**src/rtl/wb_cmd_initiator_if.sv**
```systemverilog
// Command, response and Wishbone pipelined-mode bus bundle for wb_cmd_initiator.
interface wb_cmd_initiator_if #(
  parameter int unsigned ADDR_WIDTH = 32
);
  logic                  cmd_valid_i;
  logic                  cmd_ready_o;
  logic                  cmd_we_i;
  logic [ADDR_WIDTH-1:0] cmd_adr_i;
  logic [31:0]           cmd_dat_i;
  logic [3:0]            cmd_sel_i;

  logic                  rsp_valid_o;
  logic                  rsp_ready_i;
  logic [31:0]           rsp_dat_o;
  logic [1:0]            rsp_status_o;

  logic                  wb_cyc_o;
  logic                  wb_stb_o;
  logic                  wb_we_o;
  logic [ADDR_WIDTH-1:0] wb_adr_o;
  logic [3:0]            wb_sel_o;
  logic [31:0]           wb_dat_o;
  logic                  wb_ack_i;
  logic                  wb_err_i;
  logic                  wb_rty_i;
  logic                  wb_stall_i;
  logic [31:0]           wb_dat_i;

  modport master (
    input  cmd_valid_i, cmd_we_i, cmd_adr_i, cmd_dat_i, cmd_sel_i,
    output cmd_ready_o,
    output rsp_valid_o, rsp_dat_o, rsp_status_o,
    input  rsp_ready_i,
    output wb_cyc_o, wb_stb_o, wb_we_o, wb_adr_o, wb_sel_o, wb_dat_o,
    input  wb_ack_i, wb_err_i, wb_rty_i, wb_stall_i, wb_dat_i
  );

  modport slave (
    output cmd_valid_i, cmd_we_i, cmd_adr_i, cmd_dat_i, cmd_sel_i,
    input  cmd_ready_o,
    input  rsp_valid_o, rsp_dat_o, rsp_status_o,
    output rsp_ready_i,
    input  wb_cyc_o, wb_stb_o, wb_we_o, wb_adr_o, wb_sel_o, wb_dat_o,
    output wb_ack_i, wb_err_i, wb_rty_i, wb_stall_i, wb_dat_i
  );
endinterface

```
**src/rtl/wb_cmd_initiator.sv**
```systemverilog
// Single-outstanding Wishbone pipelined initiator: turns one command into one bus
// cycle with retry and timeout handling, then returns a status/data response.
module wb_cmd_initiator #(
  parameter int unsigned ADDR_WIDTH = 32,
  parameter int unsigned TIMEOUT    = 255,
  parameter int unsigned MAX_RETRY  = 3
) (
  input logic                clk_i,
  input logic                rst_i,
  wb_cmd_initiator_if.master bus
);

  localparam int unsigned DATA_WIDTH = 32;
  localparam int unsigned SEL_WIDTH  = 4;
  localparam int unsigned TO_WIDTH   = 16;
  localparam int unsigned RTY_WIDTH  = 4;

  localparam logic [TO_WIDTH-1:0]  TO_LAST = TO_WIDTH'(TIMEOUT - 1);
  localparam logic [RTY_WIDTH-1:0] RTY_MAX = RTY_WIDTH'(MAX_RETRY);

  localparam logic [1:0] ST_OK      = 2'b00;
  localparam logic [1:0] ST_BUS_ERR = 2'b01;
  localparam logic [1:0] ST_TIMEOUT = 2'b10;
  localparam logic [1:0] ST_RTY_EXH = 2'b11;

  typedef enum logic [2:0] {
    S_IDLE  = 3'd0,
    S_REQ   = 3'd1,
    S_WAIT  = 3'd2,
    S_RETRY = 3'd3,
    S_RSP   = 3'd4
  } state_t;

  state_t                  state_q, state_d;
  logic                    we_q, we_d;
  logic [ADDR_WIDTH-1:0]   adr_q, adr_d;
  logic [DATA_WIDTH-1:0]   dat_q, dat_d;
  logic [SEL_WIDTH-1:0]    sel_q, sel_d;
  logic [DATA_WIDTH-1:0]   rsp_dat_q, rsp_dat_d;
  logic [1:0]              rsp_st_q, rsp_st_d;
  logic [TO_WIDTH-1:0]     to_q, to_d;
  logic [RTY_WIDTH-1:0]    rty_q, rty_d;
  logic                    sample_c;

  // Terminations count in WAIT, or in REQ on the edge the strobe is accepted.
  assign sample_c = (state_q == S_WAIT) || ((state_q == S_REQ) && !bus.wb_stall_i);

  always_ff @(posedge clk_i) begin
    if (rst_i) begin
      state_q   <= S_IDLE;
      we_q      <= 1'b0;
      adr_q     <= '0;
      dat_q     <= '0;
      sel_q     <= '0;
      rsp_dat_q <= '0;
      rsp_st_q  <= ST_OK;
      to_q      <= '0;
      rty_q     <= '0;
    end else begin
      state_q   <= state_d;
      we_q      <= we_d;
      adr_q     <= adr_d;
      dat_q     <= dat_d;
      sel_q     <= sel_d;
      rsp_dat_q <= rsp_dat_d;
      rsp_st_q  <= rsp_st_d;
      to_q      <= to_d;
      rty_q     <= rty_d;
    end
  end

  always_comb begin
    state_d   = state_q;
    we_d      = we_q;
    adr_d     = adr_q;
    dat_d     = dat_q;
    sel_d     = sel_q;
    rsp_dat_d = rsp_dat_q;
    rsp_st_d  = rsp_st_q;
    to_d      = to_q;
    rty_d     = rty_q;

    unique case (state_q)
      S_IDLE: begin
        if (bus.cmd_valid_i) begin
          we_d    = bus.cmd_we_i;
          adr_d   = bus.cmd_adr_i;
          dat_d   = bus.cmd_dat_i;
          sel_d   = bus.cmd_sel_i;
          to_d    = '0;
          rty_d   = '0;
          state_d = S_REQ;
        end
      end

      S_REQ, S_WAIT: begin
        to_d = to_q + TO_WIDTH'(1);
        // Priority err > rty > ack > timeout.
        if (sample_c && bus.wb_err_i) begin
          rsp_dat_d = '0;
          rsp_st_d  = ST_BUS_ERR;
          state_d   = S_RSP;
        end else if (sample_c && bus.wb_rty_i) begin
          if (rty_q < RTY_MAX) begin
            rty_d   = rty_q + RTY_WIDTH'(1);
            state_d = S_RETRY;
          end else begin
            rsp_dat_d = '0;
            rsp_st_d  = ST_RTY_EXH;
            state_d   = S_RSP;
          end
        end else if (sample_c && bus.wb_ack_i) begin
          rsp_dat_d = we_q ? '0 : bus.wb_dat_i;
          rsp_st_d  = ST_OK;
          state_d   = S_RSP;
        end else if (to_q == TO_LAST) begin
          rsp_dat_d = '0;
          rsp_st_d  = ST_TIMEOUT;
          state_d   = S_RSP;
        end else if (state_q == S_REQ && !bus.wb_stall_i) begin
          state_d = S_WAIT;
        end
      end

      S_RETRY: begin
        to_d    = '0;
        state_d = S_REQ;
      end

      S_RSP: begin
        if (bus.rsp_ready_i) begin
          state_d = S_IDLE;
        end
      end

      default: state_d = S_IDLE;
    endcase
  end

  assign bus.cmd_ready_o  = (state_q == S_IDLE) && !rst_i;
  assign bus.wb_cyc_o     = (state_q == S_REQ) || (state_q == S_WAIT);
  assign bus.wb_stb_o     = (state_q == S_REQ);
  assign bus.wb_we_o      = we_q;
  assign bus.wb_adr_o     = adr_q;
  assign bus.wb_dat_o     = dat_q;
  assign bus.wb_sel_o     = sel_q;
  assign bus.rsp_valid_o  = (state_q == S_RSP);
  assign bus.rsp_dat_o    = rsp_dat_q;
  assign bus.rsp_status_o = rsp_st_q;

endmodule

```
**src/flat_wrapper.sv**
```systemverilog
// flat-port wrapper written by rule: the top's interface ports become plain ports
module wb_cmd_initiator_flat 
#(
  parameter int unsigned ADDR_WIDTH = 32,
  parameter int unsigned TIMEOUT    = 255,
  parameter int unsigned MAX_RETRY  = 3
)
  (clk_i, rst_i, bus_cmd_valid_i, bus_cmd_we_i, bus_cmd_adr_i, bus_cmd_dat_i, bus_cmd_sel_i, bus_cmd_ready_o, bus_rsp_valid_o, bus_rsp_dat_o, bus_rsp_status_o, bus_rsp_ready_i, bus_wb_cyc_o, bus_wb_stb_o, bus_wb_we_o, bus_wb_adr_o, bus_wb_sel_o, bus_wb_dat_o, bus_wb_ack_i, bus_wb_err_i, bus_wb_rty_i, bus_wb_stall_i, bus_wb_dat_i);
  wb_cmd_initiator_if #(.ADDR_WIDTH(ADDR_WIDTH)) bus_i ();
  input logic clk_i;
  input logic rst_i;
  input wire logic [$bits(bus_i.cmd_valid_i)-1:0] bus_cmd_valid_i;
  input wire logic [$bits(bus_i.cmd_we_i)-1:0] bus_cmd_we_i;
  input wire logic [$bits(bus_i.cmd_adr_i)-1:0] bus_cmd_adr_i;
  input wire logic [$bits(bus_i.cmd_dat_i)-1:0] bus_cmd_dat_i;
  input wire logic [$bits(bus_i.cmd_sel_i)-1:0] bus_cmd_sel_i;
  output wire logic [$bits(bus_i.cmd_ready_o)-1:0] bus_cmd_ready_o;
  output wire logic [$bits(bus_i.rsp_valid_o)-1:0] bus_rsp_valid_o;
  output wire logic [$bits(bus_i.rsp_dat_o)-1:0] bus_rsp_dat_o;
  output wire logic [$bits(bus_i.rsp_status_o)-1:0] bus_rsp_status_o;
  input wire logic [$bits(bus_i.rsp_ready_i)-1:0] bus_rsp_ready_i;
  output wire logic [$bits(bus_i.wb_cyc_o)-1:0] bus_wb_cyc_o;
  output wire logic [$bits(bus_i.wb_stb_o)-1:0] bus_wb_stb_o;
  output wire logic [$bits(bus_i.wb_we_o)-1:0] bus_wb_we_o;
  output wire logic [$bits(bus_i.wb_adr_o)-1:0] bus_wb_adr_o;
  output wire logic [$bits(bus_i.wb_sel_o)-1:0] bus_wb_sel_o;
  output wire logic [$bits(bus_i.wb_dat_o)-1:0] bus_wb_dat_o;
  input wire logic [$bits(bus_i.wb_ack_i)-1:0] bus_wb_ack_i;
  input wire logic [$bits(bus_i.wb_err_i)-1:0] bus_wb_err_i;
  input wire logic [$bits(bus_i.wb_rty_i)-1:0] bus_wb_rty_i;
  input wire logic [$bits(bus_i.wb_stall_i)-1:0] bus_wb_stall_i;
  input wire logic [$bits(bus_i.wb_dat_i)-1:0] bus_wb_dat_i;
  assign bus_i.cmd_valid_i = bus_cmd_valid_i;
  assign bus_i.cmd_we_i = bus_cmd_we_i;
  assign bus_i.cmd_adr_i = bus_cmd_adr_i;
  assign bus_i.cmd_dat_i = bus_cmd_dat_i;
  assign bus_i.cmd_sel_i = bus_cmd_sel_i;
  assign bus_cmd_ready_o = bus_i.cmd_ready_o;
  assign bus_rsp_valid_o = bus_i.rsp_valid_o;
  assign bus_rsp_dat_o = bus_i.rsp_dat_o;
  assign bus_rsp_status_o = bus_i.rsp_status_o;
  assign bus_i.rsp_ready_i = bus_rsp_ready_i;
  assign bus_wb_cyc_o = bus_i.wb_cyc_o;
  assign bus_wb_stb_o = bus_i.wb_stb_o;
  assign bus_wb_we_o = bus_i.wb_we_o;
  assign bus_wb_adr_o = bus_i.wb_adr_o;
  assign bus_wb_sel_o = bus_i.wb_sel_o;
  assign bus_wb_dat_o = bus_i.wb_dat_o;
  assign bus_i.wb_ack_i = bus_wb_ack_i;
  assign bus_i.wb_err_i = bus_wb_err_i;
  assign bus_i.wb_rty_i = bus_wb_rty_i;
  assign bus_i.wb_stall_i = bus_wb_stall_i;
  assign bus_i.wb_dat_i = bus_wb_dat_i;
  wb_cmd_initiator #(.ADDR_WIDTH(ADDR_WIDTH), .TIMEOUT(TIMEOUT), .MAX_RETRY(MAX_RETRY)) u_core (.clk_i(clk_i), .rst_i(rst_i), .bus(bus_i));
endmodule
```
**config.mk**
```make
export PLATFORM = sky130hd
export DESIGN_NAME = wb_cmd_initiator_flat
export DESIGN_NICKNAME = d
export VERILOG_FILES = /design/src/rtl/wb_cmd_initiator_if.sv /design/src/rtl/wb_cmd_initiator.sv /design/src/flat_wrapper.sv
export SDC_FILE = /design/constraint.sdc
export NUM_CORES = 1
export LEC_CHECK = 0
export ABC_AREA = 1
export CAP_MARGIN = 20
export CORE_ASPECT_RATIO = 1.25
export CORE_MARGIN = 3
export CORE_UTILIZATION = 30
export CTS_BUF_LIST = sky130_fd_sc_hd__clkbuf_2 sky130_fd_sc_hd__clkbuf_4 sky130_fd_sc_hd__clkbuf_8
export CTS_CLUSTER_DIAMETER = 200
export DETAILED_ROUTE_END_ITERATION = 8
export RECOVER_POWER = 50
export SYNTH_ARGS = -nofsm -noshare
export SYNTH_HDL_FRONTEND = slang
export SYNTH_SLANG_ARGS = --single-unit
```
**constraint.sdc**
```tcl
create_clock -name clk_i -period 1.7 [get_ports clk_i]
set_input_delay 0.34 -clock clk_i [delete_from_list [all_inputs] [get_ports clk_i]]
set_output_delay 0.34 -clock clk_i [all_outputs]
set_load 0.02 [all_outputs]
```
==> qor.csv <==
metric;value;unit
sw_frac_of_total;37.3;%
die_h;156;um
synth_ff_type;dfxtp_1;
routed_wl;16.8;mm
gr-usage-all-layers;16.8;%
detailed_place_hpwl;11.7;mm
synth_edf_count;0;
io_pins;216;
clk_path_buf_depth;2;
synth_cells;676;
fin_tns_setup;0;ps
synth_nets;788;
yosysTopAreaCell;dfxtp_1;
drive_gt1_share;18.4;%
skew;9.46;ps
die-area;0.0196;mm^2
dr.pass1.iters;6;
via_per_inst;4.71;
synthArstFlopShare;0;%
rsz0062_at_grt;true;
p_sw;3.92;mW
path_max_fanout;9;
grt_pass1_vias;5111;
drc;0;
worstSetupStartpointType;flip-flop;
status;completed;
antenna_found_initial;1;
grt_max_degree;97;
fmax;0.605;GHz
finalPower;10.5;mW
fin_area;0.00839;mm^2
synthToLayoutAreaGrowth;55.6;%
hold_viol;0;
clock-sinks;126;
h-tree-depth;4;
worst_hold_slack;250;ps
synth_area;0.00539;mm^2
cap_violations;0;
antenna_left;0;
start_util;30.7;%
gp_congestion;0.843;
yosys_warnings;0;
wl_per_cell;14.7;um
grt_overflow_total;0;
hold_class;primary input to flip-flop;
hold_path_depth;2;
num-fill-cells;1793;
power.internal;6.59;mW
synth_top_area_share;46.8;%
io_buffers;215;
power_leakage;3.50;nW
powerDensity;1250;mW/mm^2
cts_tree;yes;
drt_iter0_markers;259;
synth.top_cells.by_count;nand2_1, dfxtp_1, a21oi_1;
path_class;flip-flop to flip-flop;
seq_area_frac_synth;46.8;%
required;2010;ps
clk_pin_slew;80;ps
multi_input_area;0.00256;mm^2
die_w;126;um
vdd_ir_drop_max;0.000666;V
arrival;1960;ps
grt_pass1_wl;26.7;mm
synth_cell_types;36;
reg2reg_slack;50;ps
numCtsBuffers;17;
clk_latency;440;ps
reg2reg_depth;11;
combPwrFrac;39.6;%
finalCriticalPeriod;1650;ps
end_kind;flip-flop;
sequentialPowerShare;33.9;%
synthTopCellsByArea;dfxtp_1, nand2_1, a21oi_1;
vias;5376;
yosysMostFrequentCell;nand2_1;
syn_avg_cell_area;7.97;um^2
final-setup-viol-count;0;
cts_root_buffer;clkbuf_8;
slew_headroom;59.7;%
final_nets;1015;
placed_area;0.00791;mm^2
finalMaxSlewViolations;0;
fin_crit_sh;97.3;%
synth-seq-cells;126;
placeableCoreArea;0.0176;mm^2
p_clk_share;26.5;%
worstMarginPinSlew;604;ps
seq_area;0.00253;mm^2
fp-row-count;54;
==> timing repair <==
item	4_1_cts	5_1_grt
buffers inserted	1	3
endpoints found under the setup margin	107	18
gates resized for setup	122	23
gates cloned	0	3
pin swaps	1	8
hold buffers	0	0
hold endpoints to repair	0	0
==> worst max-delay path, stage by stage (launching register included) <==
cell and delay, ps:
dfxtp_4 370, inv_2 50, nand2_4 140, nand2_4 90, nor2_8 150, buf_6 120
o21ai_4 60, nand3_4 100, nand3_4 140, clkbuf_16 210, nand2_2 60, a21oi_2 40
==> placed cells by master, fill, tap and decap left out, types with 2 or more instances in the layout <==
cell type | Yosys | final
a21oi_1 | 89 | 89
a21oi_2 | 30 | 30
a31o_2 | 2 | 2
buf_12 | 3 | 7
buf_4 | 3 | 30
buf_6 | 0 | 5
bufinv_16 | 0 | 3
clkbuf_16 | 0 | 3
clkbuf_8 | 0 | 19
clkdlybuf4s50_1 | 0 | 106
clkinv_2 | 0 | 3
clkinv_4 | 0 | 4
clkinvlp_4 | 0 | 2
dfxtp_1 | 126 | 124
dfxtp_4 | 0 | 2
dlygate4sd2_1 | 0 | 103
ha_1 | 3 | 3
inv_1 | 29 | 27
inv_2 | 4 | 5
nand2_1 | 127 | 122
nand2_2 | 29 | 31
nand2_4 | 3 | 6
nand3_1 | 82 | 81
nand3_4 | 2 | 2
nand4_1 | 36 | 36
nor2_1 | 32 | 31
nor2_4 | 1 | 3
nor3_1 | 7 | 6
o21ai_0 | 9 | 9
o21ai_1 | 2 | 2
or2_2 | 2 | 2
==> layer usage <==
metal	routed length, um	track usage [%]	up-vias
met2	8340	28.4	147
met3	1200	6.16	22
met4	291	5.31	0
li1	-	-	2745
met5	0	0	-
met1	6980	19.9	2462
==> cell families after synthesis <==
group / synth area share (%)
DFF: 46.8
buffers and inverters: 6.92
and+or+nand+nor: 30.1
xor gates and xnor gates: 0.163
adders and majority gates: 0.697
AOI/OAI and AO/OA: 15.4
==> sequential cells by signal, summed over array words and instances, names as in the netlist <==
register and count:
u_core.bus.rsp_dat_o 32, u_core.bus.rsp_status_o 2, u_core.bus.wb_adr_o 32, u_core.bus.wb_dat_o 32, u_core.bus.wb_sel_o 4, u_core.bus.wb_we_o 1, u_core.rty_q 4, u_core.state_q 3
u_core.to_q 16
==> worst paths after layout <==
kind / to / from
max: u_core.bus.rsp_dat_o[6] / u_core.state_q[0]
min: u_core.to_q[1] / rst_i
max reg2reg: u_core.bus.rsp_dat_o[6] / u_core.state_q[0]
min reg2reg: u_core.rty_q[2] / u_core.rty_q[2]
==> layout make-up <==
cell class / instances / share of cell area [%]
diodes: 1 / 0.0298
well taps: 224 / 3.34
flip-flops and latches: 126 / 30.2
multi-input cells: 470 / 30.5
repair buffers: 255 / 29.4
inverters: 33 / 1.51
clock inverters: 13 / 1.95
clock buffers: 19 / 3.12
==> power by group through the flow <==
stage                     Sequential, mW  Combinational [mW]  Clock [mW]
after floorplan                     4.02                1.96           0
after global placement              3.61                4.20           0
after detailed placement            3.62                4.19           0
after CTS                           3.55                3.97        2.88
after global routing                3.60                4.54        3.01
final                               3.56                4.16        2.79
==> stage by stage <==
step | util [%] | std cells | setup slack, ps
global placement | 45.0 | 1102 | -186
CTS | 46.8 | 1134 | 9.24
detailed placement | 45.0 | 1102 | -191
global route | 47.7 | 1141 | -52.3
finish | 47.7 | 1141 | 46.4
floorplan | - | 676 | 207
Power figures use the tool's default switching activity.
